## config.mk

```make
export PLATFORM = sky130hd
export DESIGN_NAME = ioram_bus_master
export DESIGN_NICKNAME = d
export VERILOG_FILES = /design/src/rtl/mcs4_pkg.sv /design/src/rtl/mcs4_phase_gen.sv /design/src/rtl/ioram_bus_master.sv
export SDC_FILE = /design/constraint.sdc
export NUM_CORES = 1
export LEC_CHECK = 0
export ABC_AREA = 1
export BUFFER_PORTS_ARGS = -buffer_cell sky130_fd_sc_hd__buf_2
export CAP_MARGIN = 0
export CORE_UTILIZATION = 25
export CTS_CLUSTER_SIZE = 20
export DETAILED_ROUTE_END_ITERATION = 12
export PLACE_DENSITY = 0.45
export SYNTH_ARGS = -nofsm -noshare
export SYNTH_HDL_FRONTEND = slang
export SYNTH_SLANG_ARGS = --single-unit
```

## constraint.sdc

```tcl
create_clock -name clk -period 2.2 [get_ports clk]
set_input_delay 0.44 -clock clk [delete_from_list [all_inputs] [get_ports clk]]
set_output_delay 0.44 -clock clk [all_outputs]
set_load 0.005 [all_outputs]
```

## src/rtl/mcs4_pkg.sv

```systemverilog
// Shared MCS-4 bus types: instruction-cycle phases, I/O-RAM opcodes and
// the OPR nibbles a bus initiator emits.
package mcs4;

    localparam int unsigned ADDR_W = 8;

    typedef enum logic [2:0] {A1, A2, A3, M1, M2, X1, X2, X3} instr_cyc_t;

    typedef enum logic [3:0] {
        WRM = 4'h0, WMP = 4'h1, WRR = 4'h2, WPM = 4'h3,
        WR0 = 4'h4, WR1 = 4'h5, WR2 = 4'h6, WR3 = 4'h7,
        SBM = 4'h8, RDM = 4'h9, RDR = 4'hA, ADM = 4'hB,
        RD0 = 4'hC, RD1 = 4'hD, RD2 = 4'hE, RD3 = 4'hF
    } ioram_opa_t;

    typedef logic [3:0] char_t;

    typedef enum logic [1:0] {BM_IDLE, BM_SRC_CYC, BM_IO_CYC} bm_state_t;

    localparam char_t OPR_NOP    = 4'h0;
    localparam char_t OPR_SRC    = 4'h2;
    localparam char_t OPR_IO     = 4'hE;
    // SRC OPA: register pair 0 with the trailing 1 bit
    localparam char_t SRC_OPA_P0 = 4'h1;

    function automatic logic is_ioram_read(input ioram_opa_t opa);
        logic [3:0] v;
        v = opa;
        return v[3];
    endfunction

endpackage

```

## src/rtl/mcs4_phase_gen.sv

```systemverilog
// Eight-phase instruction-cycle counter; sync marks X3 so the next cycle is A1.
module mcs4_phase_gen
    import mcs4::*;
(
    input  logic       clk,
    input  logic       rst,
    output instr_cyc_t phase,
    output logic       sync
);

    // sync is registered against the phase about to be entered
    always_ff @(posedge clk) begin
        if (rst) begin
            phase <= X3;
            sync  <= 1'b1;
        end else begin
            phase <= instr_cyc_t'(3'(phase + 3'd1));
            sync  <= (phase == X2);
        end
    end

endmodule

```

## src/rtl/ioram_bus_master.sv

```systemverilog
// MCS-4 RAM/IO bus initiator: turns one host command into an optional SRC
// cycle followed by an I/O instruction cycle, and returns the X2 read nibble.
module ioram_bus_master
    import mcs4::*;
#(
    parameter bit SKIP_REDUNDANT_SRC = 1'b1,
    parameter bit IDLE_NOPS          = 1'b1
) (
    input  logic              clk,
    input  logic              rst,
    output logic              sync,
    output logic              cm_ram,
    input  char_t             dbus_in,
    output char_t             dbus_out,
    input  logic              cmd_valid,
    output logic              cmd_ready,
    input  ioram_opa_t        cmd_op,
    input  logic [ADDR_W-1:0] cmd_addr,
    input  char_t             cmd_wdata,
    output logic              rsp_valid,
    output char_t             rsp_data
);

    instr_cyc_t        phase;
    instr_cyc_t        phase_nxt;
    bm_state_t         state_q;
    bm_state_t         state_nxt;
    logic              pending_q;
    logic              pending_nxt;
    ioram_opa_t        op_q;
    logic [ADDR_W-1:0] addr_q;
    char_t             wdata_q;
    logic [ADDR_W-1:0] last_addr_q;
    logic              last_valid_q;
    logic              take;
    logic              skip_src;
    logic              src_done;
    char_t             dbus_nxt;
    char_t             rsp_data_nxt;
    logic              cm_ram_nxt;
    logic              cmd_ready_nxt;
    logic              rsp_valid_nxt;

    mcs4_phase_gen u_phase (
        .clk   (clk),
        .rst   (rst),
        .phase (phase),
        .sync  (sync)
    );

    assign phase_nxt = instr_cyc_t'(3'(phase + 3'd1));
    assign take      = cmd_valid && cmd_ready;
    assign skip_src  = SKIP_REDUNDANT_SRC && last_valid_q && (addr_q == last_addr_q);
    assign src_done  = (state_q == BM_SRC_CYC) && (phase == X3);

    // State, command latch and last-SRC tracking
    always_ff @(posedge clk) begin
        if (rst) begin
            state_q      <= BM_IDLE;
            pending_q    <= 1'b0;
            op_q         <= WRM;
            addr_q       <= '0;
            wdata_q      <= '0;
            last_addr_q  <= '0;
            last_valid_q <= 1'b0;
        end else begin
            state_q   <= state_nxt;
            pending_q <= pending_nxt;
            if (take) begin
                op_q    <= cmd_op;
                addr_q  <= cmd_addr;
                wdata_q <= cmd_wdata;
            end
            if (src_done) begin
                last_addr_q  <= addr_q;
                last_valid_q <= 1'b1;
            end
        end
    end

    // Next state plus the bus drive for the phase being entered
    always_comb begin
        state_nxt     = state_q;
        pending_nxt   = pending_q;
        dbus_nxt      = '0;
        cm_ram_nxt    = 1'b0;
        rsp_valid_nxt = 1'b0;
        rsp_data_nxt  = rsp_data;

        if (take) begin
            pending_nxt = 1'b1;
        end

        if (phase == X3) begin
            case (state_q)
                BM_IDLE:    if (pending_q) state_nxt = skip_src ? BM_IO_CYC : BM_SRC_CYC;
                BM_SRC_CYC: state_nxt = BM_IO_CYC;
                BM_IO_CYC: begin
                    state_nxt   = BM_IDLE;
                    pending_nxt = 1'b0;
                end
                default:    state_nxt = BM_IDLE;
            endcase
        end

        if ((state_q == BM_IO_CYC) && (phase == X2)) begin
            rsp_valid_nxt = 1'b1;
            rsp_data_nxt  = is_ioram_read(op_q) ? dbus_in : 4'h0;
        end

        case (state_nxt)
            BM_SRC_CYC: begin
                case (phase_nxt)
                    M1: dbus_nxt = OPR_SRC;
                    M2: dbus_nxt = SRC_OPA_P0;
                    X2: begin
                        dbus_nxt   = addr_q[3:0];
                        cm_ram_nxt = 1'b1;
                    end
                    X3: dbus_nxt = addr_q[7:4];
                    default: ;
                endcase
            end
            BM_IO_CYC: begin
                case (phase_nxt)
                    M1: dbus_nxt = OPR_IO;
                    M2: begin
                        dbus_nxt   = char_t'(op_q);
                        cm_ram_nxt = 1'b1;
                    end
                    X2: dbus_nxt = is_ioram_read(op_q) ? 4'h0 : wdata_q;
                    default: ;
                endcase
            end
            default: begin
                if (IDLE_NOPS && (phase_nxt == M1)) dbus_nxt = OPR_NOP;
            end
        endcase

        cmd_ready_nxt = (state_nxt == BM_IDLE) && !pending_nxt;
    end

    // Registered bus and host-side outputs
    always_ff @(posedge clk) begin
        if (rst) begin
            cm_ram    <= 1'b0;
            dbus_out  <= '0;
            cmd_ready <= 1'b0;
            rsp_valid <= 1'b0;
            rsp_data  <= '0;
        end else begin
            cm_ram    <= cm_ram_nxt;
            dbus_out  <= dbus_nxt;
            cmd_ready <= cmd_ready_nxt;
            rsp_valid <= rsp_valid_nxt;
            rsp_data  <= rsp_data_nxt;
        end
    end

endmodule

```

## Word level (Yosys, flattened, before mapping)

Cells that the tools add are included.

- Add/subtract/negate cells: 1
- $mul: 0
- Div/mod/pow operators: 0
- Order comparisons: 0
- Eq/ne operators: 11
- Shift-type cells: 0
- Muxes and demuxes: 16
- Bitwise logic cells: 0
- Reductions and logical operators: 8

Operators by type and width:

| kind | count |
|---|---|
| 4-bit one-hot mux with 4 select lines | 1 |
| 3-bit == test, second input constant | 5 |
| 4-bit one-hot mux with 3 select lines | 1 |
| 8-bit == test | 1 |
| 4-bit 2-to-1 mux | 2 |
| 4-bit one-hot mux with 2 select lines | 1 |
| 1-bit 2-to-1 mux | 6 |
| 2-bit 2-to-1 mux | 3 |
| 1-bit logical AND | 5 |
| 2-bit by 1-bit == test with 1-bit output, second input constant | 2 |
| 2-bit == test, second input constant | 2 |
| 2-bit logical NOT | 2 |
| 2-bit one-hot mux with 2 select lines | 1 |
| 3-bit by 1-bit adder with 3-bit output, second input constant | 1 |
| 3-bit by 2-bit == test with 1-bit output, second input constant | 1 |
| 1-bit one-hot mux with 2 select lines | 1 |
| 1-bit logical NOT | 1 |

- Bits in registers: 43
- Bits in latches: 0
- Memory bits (writable): 0
- Memory bits (read-only): 0
- Bits of input ports: 23
- Output and inout port bits: 12
- Logic and storage cells: 50
- Memories: 0

## Depth between registers and ports, before layout

Gate-level depths: netlist of the first run.

- Depth after elaboration: 8
- Mapped depth: 14
- Gate-level depth less buffers: 14

## Cells and area by module

A second synthesis of the first run with hierarchy kept.

- Cells, all modules: 256
- Area, all modules: 1860.5 um^2

By module, submodules not included:

| module | times used | cells each | area each (um^2) | seq. area each (um^2) |
|---|---|---|---|---|
| ioram_bus_master | 1 | 239 | 1712.9 | 780.7 |
| mcs4_phase_gen | 1 | 17 | 147.6 | 80.1 |

## Worst setup path after synthesis of the first run

Ideal clock, no wire load.

- Path type: reg-to-reg
- Start: reg u_phase.phase[0]
- End: reg dbus_out[0]
- Setup time: 0.074 ns
- Arrival time: 1.768 ns
- Data required time: 2.126 ns
- Slack: 0.358 ns
- Cell stages (with the launch flop): 13
- Path buffers: 0
- Period minus slack after synthesis: 1.842 ns
- Path through: dfxtp_1 > ha_1 > ha_1 > nand3_2 > o21ai_0 > inv_1 > nand2_1 > inv_1 > ha_1 > o21ai_0 > a21oi_1 > nand2_1 > a31oi_1

- Word-level cells in the longest chain between the ends: 4
- Elaborated cells on any way between the ends: 12
- Classes of those cells: add/sub (1); eq/ne (7); mux (4)

Ends and longest elaborated chain:

| item | RTL line | RTL |
|---|---|---|
| start, declared | mcs4_phase_gen.sv:7 | `output instr_cyc_t phase,` |
| start signal, assigned | mcs4_phase_gen.sv:17 | `phase <= instr_cyc_t'(3'(phase + 3'd1));` |
| 3-bit == test * | ioram_bus_master.sv:94 | `if (phase == X3) begin` |
| 2-bit 2-to-1 mux * | ioram_bus_master.sv:94 |  |
| via state_nxt[1] | ioram_bus_master.sv:27 | `bm_state_t state_nxt;` |
| 2-bit == test or 2-bit by 1-bit == test with 1-bit output (tied branches) | ioram_bus_master.sv:111 | `case (state_nxt)` |
| 4-bit one-hot mux with 2 select lines * | ioram_bus_master.sv:111 |  |
| end signal, assigned | ioram_bus_master.sv:153 | `dbus_out <= dbus_nxt;` |
| end, declared | ioram_bus_master.sv:14 | `output char_t dbus_out,` |

Mark *: on every way through the listed nets, which the timed path passes. The rest lies on a longest branch.
A chain may end at the register's enable or synchronous reset.

## Worst setup path in the final report of the first run

- Start: reg u_phase.phase[0]
- End: reg dbus_out[1]

Same word-level chain as after synthesis.

==> impl_metrics.yaml, run 1 <==
logic_synthesis:
  synth_top_area_cell: "dfxtp_1"
  synth_seq_cells: 43
  yosys-top-cells-count: "nand2_1, dfxtp_1, inv_1, nor2_1, o21ai_0"
  ys.flop_type: "dfxtp_1"
  synth_seq_area_share_pct: 46.5
  synth_fp_nets: 276
  ys_top_cells_by_area: "dfxtp_1, nand2_1, o21ai_0"
  ys_types: 25
  synth_warnings: 0
  syn_area_um2: 1850
  netlist.area_leader.share_pct: 46.5
  synth_cells: 245
  synth.most_common_cell: "nand2_1"
  syn_area_per_cell_um2: 7.55
  ys_async_sr_fraction_pct: 0
  synth-edff-count: 0
sta:
  finalClockSkew_ns: 0.00340
  period_minus_slack_ns: 1.92
  finalCritPeriodShare_pct: 87.4
  setup_ws_ns: 0.278
  maxSlewHeadroom_pct: 73.9
  hold_viol_final: 0
  setup_tns_ns: 0
  setup_violations: 0
  rsz0062_at_grt: "false"
  worstMarginPinSlew_ns: 0.391
  max_freq_mhz: 520
  finalMaxSlewViolations: 0
worst_setup_path:
  crit_path_max_incr_delay_ns: 0.36
  cp_top_family: "adder cells"
  crit_type: "flip-flop to flip-flop"
  crit_top_cell: "ha_1"
  required_ns: 2.42
  path_cells: "ha_1 -> ha_1 -> nand3_2 -> o21ai_0 -> inv_1 -> nand2_1 -> inv_1 -> ha_1 -> o21ai_0 -> a21oi_2 -> nand2_1 -> a21oi_1"
  slowest_stage: "dfxtp_2"
  path_buf_inv: 2
  end_kind: "flip-flop"
  critPathMaxFanout: 7
  startpoint_type: "flip-flop"
  crit_arrival_ns: 2.14
run:
  drv_cap: 0
run_status:
  status: "finished clean"
global_route:
  track_usage_pct: 12.9
  antenna_found_initial: 0
  first_global_vias: 1518
  grt_pass1_wl_um: 7530
  gr-total-overflow: 0
  grt_max_degree: 23
power_and_ir_drop:
  p_leak_uw: 0.000933
  powerDensity_nw_per_um2: 710
  peakVddDrop_mv: 0.210
place:
  place.gp.congestion: 0.864
  preCtsSetupSlack_ns: 0.172
  port_buffers: 34
  hpwl_um: 3270
  dpl-instance-area_um2: 2140
detailed_routing:
  drc_errors: 0
  drt_wl_total_um: 4320
  viasPerCell: 4.27
  via_count: 1615
  wl_per_cell_um: 11.4
  ant_nets: 0
  drtIter0Drc: 94
  first_pass_iters: 4
finish:
  final_util_pct: 31.8
  fin_area_um2: 2220
  area_delta_synth_final_pct: 20.0
  n_antenna_cell: 0
  drive_above_1_share_pct: 19.1
  finalNetCount: 314
clock_tree:
  clk_pin_slew_worst_paths_ns: 0.07
  clock_latency_ns: 0.28
  hold_buffers: 0
  htree_levels: 2
  root_buffer: "clkbuf_8"
  cts_made_buffers: 5
  cts_tree: "built"
  cts_sinks: 43
  clock_path_buffers: 2
floorplanning:
  rows: 30
  dieArea_um2: 7740
  initial_core_util_pct: 26.5
  die_y_um: 88.0
  core_um2: 6980
  io_pins: 35
  die_w_um: 88.0
hold_path:
  hold_path_class: "input port to flip-flop"
==> logic make-up after synthesis <==
group / share of synthesized area (%)
AOI/OAI and AO/OA: 16.7
xor gates and xnor gates: 0.474
adders and majority gates: 5.41
buffers and inverters: 7.98
DFF: 46.5
and+or+nand+nor: 22.9
==> final cells by class <==
cell class | instances | area (um^2)
clock buffers | 6 | 72.6
fillers | 813 | 4760
inverters | 30 | 113
multi-input cells | 164 | 845
flip-flops and latches | 43 | 862
well taps | 96 | 120
repair buffers | 39 | 208
==> worst paths after layout <==
check	depth (start not counted)	slack (ns)	startpoint	end
max reg2reg	12	0.28	u_phase.phase[0]	dbus_out[1]
max	12	0.28	u_phase.phase[0]	dbus_out[1]
min reg2reg	1	0.46	u_phase.phase[0]	u_phase.phase[0]
min	3	0.41	cmd_wdata[3]	wdata_q[3]
==> report_power, final <==
part           internal [uW]  switching [uW]
Sequential               827            34.6
Clock                    212             243
Combinational           97.4             162
==> metrics by stage <==
stage	hold WS, ns	total power, uW	cells
after floorplan	0.436	1050	245
after global placement	0.446	1140	372
after detailed placement	0.450	1140	372
after CTS	0.401	1600	378
after global routing	0.401	1690	378
final	0.408	1580	378
==> cell usage in the layout (no fill, tap or decap), drive strengths merged <==
cell / count
a31oi: 1
clkbuf: 6
o22ai: 3
inv: 30
buf: 39
nand3: 15
or2: 2
nand4: 1
o21ai: 27
nand3b: 1
nor2: 30
o221ai: 1
a21oi: 25
nand2: 47
xnor2: 1
dfxtp: 43
a22oi: 2
ha: 8
==> metal layers <==
metal | global-route usage (%) | wire length [um]
met1 | 17.2 | 2180
met2 | 20.2 | 1940
met3 | 3.58 | 166
met4 | 4.02 | 29
met5 | 0 | 0
==> worst reg2reg max path, cell delays in order, from the launching register on <==
cell and delay, ns:
dfxtp_2 0.36, ha_1 0.20, ha_1 0.22, nand3_2 0.09
o21ai_0 0.08, inv_1 0.08, nand2_1 0.07, inv_1 0.08
ha_1 0.17, o21ai_0 0.11, a21oi_2 0.20, nand2_1 0.08
a21oi_1 0.12
==> registers in the layout, summed over array words and instances (netlist names) <==
| signal | flops |
|---|---|
| addr_q | 8 |
| last_valid_q | 1 |
| cm_ram | 1 |
| cmd_ready | 1 |
| op_q | 4 |
| wdata_q | 4 |
| rsp_data | 4 |
| last_addr_q | 8 |
| state_q | 2 |
| dbus_out | 4 |
| pending_q | 1 |
| rsp_valid | 1 |
| u_phase.sync | 1 |
| u_phase.phase | 3 |
==> repair_timing <==
action	in CTS	in global routing
setup buffers	0	0
resized for setup	0	2
endpoints found under the setup margin	0	4
No activity file was read; power rests on OpenSTA's default activity.
==> inputs of run 2 (changes only) <==
- CORE_UTILIZATION: 25 -> 54
- PLACE_DENSITY: 0.45 -> 0.83
==> run 2 against run 1 <==
Final area is 3.0% lower. Clock skew up 0.0033 ns. Via count rose by 0.25%. Wire length fell by 14%. Flip-flop and latch count is the same. Worst setup slack lost 0.060 ns. Sequential share of layout area rose by 1.2 points. Die area down 53%. Non-clock buffer count is 2 lower. Hold slack worse by 0.089 ns. Critical path depth decreased by 1. Sequential power hardly changed.
==> impl_metrics.yaml, run 2 (synthesized netlist as in run 1, its figures left out) <==
floorplanning:
  die_y_um: 60.5
  dieArea_um2: 3660
  core_um2: 3150
  initial_core_util_pct: 58.7
  die_w_um: 60.5
  io_pins: 35
  rows: 20
global_route:
  grt_pass1_wl_um: 6080
  antenna_found_initial: 0
  gr-total-overflow: 0
  track_usage_pct: 22.6
  first_global_vias: 1486
  grt_max_degree: 23
place:
  place.gp.congestion: 0.821
  hpwl_um: 2760
  port_buffers: 34
  preCtsSetupSlack_ns: 0.163
  dp_cells: 318
finish:
  drive_above_1_share_pct: 19.5
  layout_common_cells: "nand2_1, dfxtp_1, buf_2"
  instances_no_fill: 326
  area_delta_synth_final_pct: 16.4
  finalNetCount: 312
  final_common_cell: "nand2_1"
  top_regs: "addr_q: 8 flops, last_addr_q: 8 flops"
  n_antenna_cell: 0
  fillers: 316
clock_tree:
  htree_levels: 2
  post-cts-setup-buffers: 0
  clk_pin_slew_worst_paths_ns: 0.12
  hold_buffers: 0
  cts_tree: "built"
  clock_path_buffers: 2
  root_buffer: "clkbuf_4"
  clock_latency_ns: 0.36
  cts_made_buffers: 5
  cts_sinks: 43
sta:
  period_minus_slack_ns: 1.98
  max_freq_mhz: 504
  setup_ws_ns: 0.218
  finalClockSkew_ns: 0.00675
  finalMaxSlewViolations: 0
  finalCritPeriodShare_pct: 90.1
  setup_violations: 0
  rsz0062_at_grt: "false"
  hold_viol_final: 0
  worstMarginPinSlew_ns: 0.378
  maxSlewHeadroom_pct: 74.8
  setup_tns_ns: 0
detailed_routing:
  drtIter0Drc: 72
  drt_wl_total_um: 3710
  ant_nets: 0
  via_count: 1619
  first_pass_iters: 4
  wl_per_cell_um: 11.4
  viasPerCell: 4.97
  drc_errors: 0
hold_path:
  hold_path_class: "input port to flip-flop"
power_and_ir_drop:
  powerDensity_nw_per_um2: 755
  peakVddDrop_mv: 0.393
  p_leak_uw: 0.000934
worst_setup_path:
  startpoint_type: "flip-flop"
  crit_arrival_ns: 2.24
  required_ns: 2.46
  end_kind: "flip-flop"
  crit_type: "flip-flop to flip-flop"
  critPathMaxFanout: 5
run:
  drv_cap: 0
run_status:
  status: "finished clean"
==> run 2: power breakdown <==
part | internal, uW | switching (uW) | total [uW] | leakage (uW)
sequential | 827 | 35.7 | 863 | 0.000351
combinational | 94.1 | 154 | 248 | 0.000535
clock | 269 | 247 | 516 | 0.0000482
total | 1190 | 437 | 1630 | 0.000934
==> run 2: through the flow <==
| step | area, um^2 | hold WS, ns | utilization (%) | total power (uW) |
|---|---|---|---|---|
| floorplan | 1850 | 0.436 | - | 1050 |
| global placement | 2060 | 0.444 | 65.4 | 1120 |
| detailed placement | 2060 | 0.452 | 65.4 | 1130 |
| CTS | 2150 | 0.307 | 68.1 | 1640 |
| global route | 2150 | 0.321 | 68.3 | 1720 |
| finish | 2150 | 0.319 | 68.3 | 1630 |
==> run 2: layer usage <==
layer	up-vias	global-route usage [%]	wire length, um
met5	-	0	0
met1	720	28.5	1760
met4	0	7.47	58
met2	28	36.9	1770
li1	862	-	-
met3	9	7.04	120
==> run 2: timing repair <==
action | in CTS | in global routing
resized for setup | 0 | 2
setup endpoints to repair | 0 | 4
hold endpoints to repair | 0 | 0
==> run 2: area by class of cell <==
type	instances	area, um^2	area share, %
timing repair buffer	37	193	8.95
tap	44	55.1	2.56
clock inverter	2	35.0	1.63
clock buffer	6	51.3	2.38
inverter	30	113	5.23
multi-input combinational	164	845	39.2
sequential	43	862	40.0
==> run 2: final timing paths <==
| kind | from | endpoint | slack, ns | cells after the start |
|---|---|---|---|---|
| hold reg to reg | u_phase.phase[0] | u_phase.phase[0] | 0.47 | 1 |
| setup / recovery | u_phase.phase[1] | dbus_out[3] | 0.22 | 11 |
| hold / removal | cmd_op[1] | op_q[1] | 0.32 | 3 |
| setup reg to reg | u_phase.phase[1] | dbus_out[3] | 0.22 | 11 |
==> run 2: critical path, stage by stage, from the launching register on <==
cell and delay, ns:
dfxtp_1 0.41, ha_1 0.17, ha_1 0.22, nand3_1 0.11, nand3b_1 0.19, nand2_1 0.10, inv_1 0.07, ha_1 0.20
o21ai_0 0.12, a21oi_2 0.09, a22oi_1 0.16, nor2_1 0.05
==> inputs of run 3 (changes only) <==
- clock period: 2.2 -> 2.1 ns (I/O delays scaled with it)
==> run 3 against run 2 <==
Hold slack got worse by 0.0098 ns. Core utilization decreased by 0.20 points. Largest cell class unchanged. Wire length increased by 3.4%. Final area decreased by 0.29%. Critical endpoint is now dbus_out[1]. Maximum frequency increased by 4.6%. First-iteration DRC count increased by 24%. Die area unchanged.
==> impl_metrics.yaml, run 3 (synthesized netlist as in run 1, its figures left out) <==
worst_setup_path:
  slowest_stage: "dfxtp_4"
  crit_path_max_incr_delay_ns: 0.38
  critPathLaunch: "u_phase.phase[0]"
  path_buf_inv: 1
  cp_top_family: "adder cells"
  r2r_end: "dbus_out[1]"
  crit_arrival_ns: 2.19
  crit_type: "flip-flop to flip-flop"
  critPathMaxFanout: 6
  r2r-start: "u_phase.phase[0]"
  endpoint: "dbus_out[1]"
  rr_worst_depth: 11
  path_cells: "ha_1 -> ha_2 -> nand3_1 -> nand3b_1 -> nand2_1 -> inv_1 -> ha_2 -> o21ai_0 -> a21oi_2 -> nand2_1 -> a21oi_1"
  crit_cells: 11
  end_kind: "flip-flop"
  startpoint_type: "flip-flop"
  required_ns: 2.39
  r2r_setup_slack_ns: 0.21
global_route:
  grt_pass1_wl_um: 6150
  first_global_vias: 1447
  gr-total-overflow: 0
  track_usage_pct: 23.1
  antenna_found_initial: 0
  grt_max_degree: 23
clock_tree:
  clk_pin_slew_worst_paths_ns: 0.12
  clock_path_buffers: 2
  cts_tree: "built"
  hold_buffers: 0
  root_buffer: "clkbuf_4"
  htree_levels: 2
  cts_sinks: 43
  clock_latency_ns: 0.35
  cts_made_buffers: 5
sta:
  max_freq_mhz: 528
  holdWs_ns: 0.309
  worstMarginPinSlew_ns: 0.424
  maxSlewHeadroom_pct: 71.7
  finalMaxSlewViolations: 0
  finalClockSkew_ns: 0.00625
  hold_viol_final: 0
  rsz0062_at_grt: "false"
  setup_violations: 0
  setup_tns_ns: 0
  finalCritPeriodShare_pct: 90.2
  period_minus_slack_ns: 1.89
detailed_routing:
  ant_nets: 0
  drt_wl_total_um: 3840
  via_count: 1651
  drtIter0Drc: 89
  first_pass_iters: 5
  drc_errors: 0
  viasPerCell: 5.05
  wl_per_cell_um: 11.7
place:
  hpwl_um: 2830
  place.gp.congestion: 0.822
  port_buffers: 34
power_and_ir_drop:
  peakVddDrop_mv: 0.539
  powerDensity_nw_per_um2: 736
  p_leak_uw: 0.000927
  combinationalPowerShare_pct: 16.9
  pwr-share-clk_pct: 25.9
  p_sw_uw: 455
  p_int_uw: 1130
  pwr-share-seq_pct: 57.2
  p_sw_share_pct: 28.8
finish:
  area_delta_synth_final_pct: 16.1
  drive_above_1_share_pct: 20.8
  fillers: 301
  finalNetCount: 314
  final_common_cell: "nand2_1"
  top_regs: "addr_q: 8 flops, last_addr_q: 8 flops"
  multi_input_area_um2: 850
  seqCellArea_um2: 866
  layout_common_cells: "nand2_1, dfxtp_1, buf_2"
  n_antenna_cell: 0
floorplanning:
  dieArea_um2: 3660
  core_um2: 3150
  die_w_um: 60.5
  initial_core_util_pct: 58.7
  io_pins: 35
  die_y_um: 60.5
  rows: 20
run:
  drv_cap: 0
run_status:
  status: "finished clean"
hold_path:
  hold_path_class: "input port to flip-flop"
run 3: cell count changes in the layout (fill, tap and decap cells not counted), sizes merged:
cell and change:
buf +2, bufinv -1
run 3: cell type report:
cell class	instances	area share (%)
flip-flops and latches	43	40.3
multi-input cells	164	39.6
repair buffers	39	9.67
inverters	30	5.24
well taps	44	2.56
clock buffers	6	2.39
clock inverters	1	0.233
run 3: stage by stage:
step | util [%] | total power (uW) | area [um^2] | std cells | setup WS [ns]
after floorplan | - | 1100 | 1850 | 245 | 0.258
final | 68.1 | 1580 | 2150 | 327 | 0.205
after global placement | 65.6 | 1170 | 2070 | 319 | 0.172
after global routing | 68.1 | 1660 | 2150 | 327 | 0.00344
after detailed placement | 65.6 | 1180 | 2070 | 319 | 0.0921
after CTS | 67.4 | 1580 | 2130 | 326 | 0.0613
run 3: power by group through the flow:
| stage | logic (uW) | registers (uW) | clock network [uW] |
|---|---|---|---|
| after floorplan | 188 | 913 | 0 |
| after detailed placement | 257 | 922 | 0 |
| final | 267 | 904 | 410 |
| after global routing | 309 | 909 | 444 |
| after global placement | 251 | 920 | 0 |
| after CTS | 259 | 903 | 414 |
run 3: worst min path at each step:
| stage | cells past startpoint | end | start | slack [ns] |
|---|---|---|---|---|
| detailed placement | 2 | last_addr_q[4] | last_addr_q[4] | 0.45 |
| floorplan | 2 | last_valid_q | last_valid_q | 0.44 |
| global placement | 2 | last_addr_q[4] | last_addr_q[4] | 0.44 |
| CTS | 3 | wdata_q[0] | cmd_wdata[0] | 0.31 |
| finish | 3 | wdata_q[0] | cmd_wdata[0] | 0.31 |
| global route | 3 | wdata_q[3] | cmd_wdata[3] | 0.31 |
run 3: worst register-to-register path, delay by kind of cell, from the launching register on:
family | cells | cell delay [ns]
compound gates | 3 | 0.40
fa+ha+maj | 3 | 0.59
buf+inv | 1 | 0.09
flops | 1 | 0.38
simple gates | 4 | 0.39
run 3: per-layer routing:
layer,vias up,part of all wire (%),track usage (%)
met4,0,2.8,9.42
met5,-,0,0
met2,48,47,37.2
li1,869,-,-
met1,721,45,28.8
met3,13,5.4,7.25
run 3: what timing repair did:
action / CTS / global route
resized for setup: 0 / 6
setup endpoints to repair: 0 / 5
setup buffers: 0 / 1
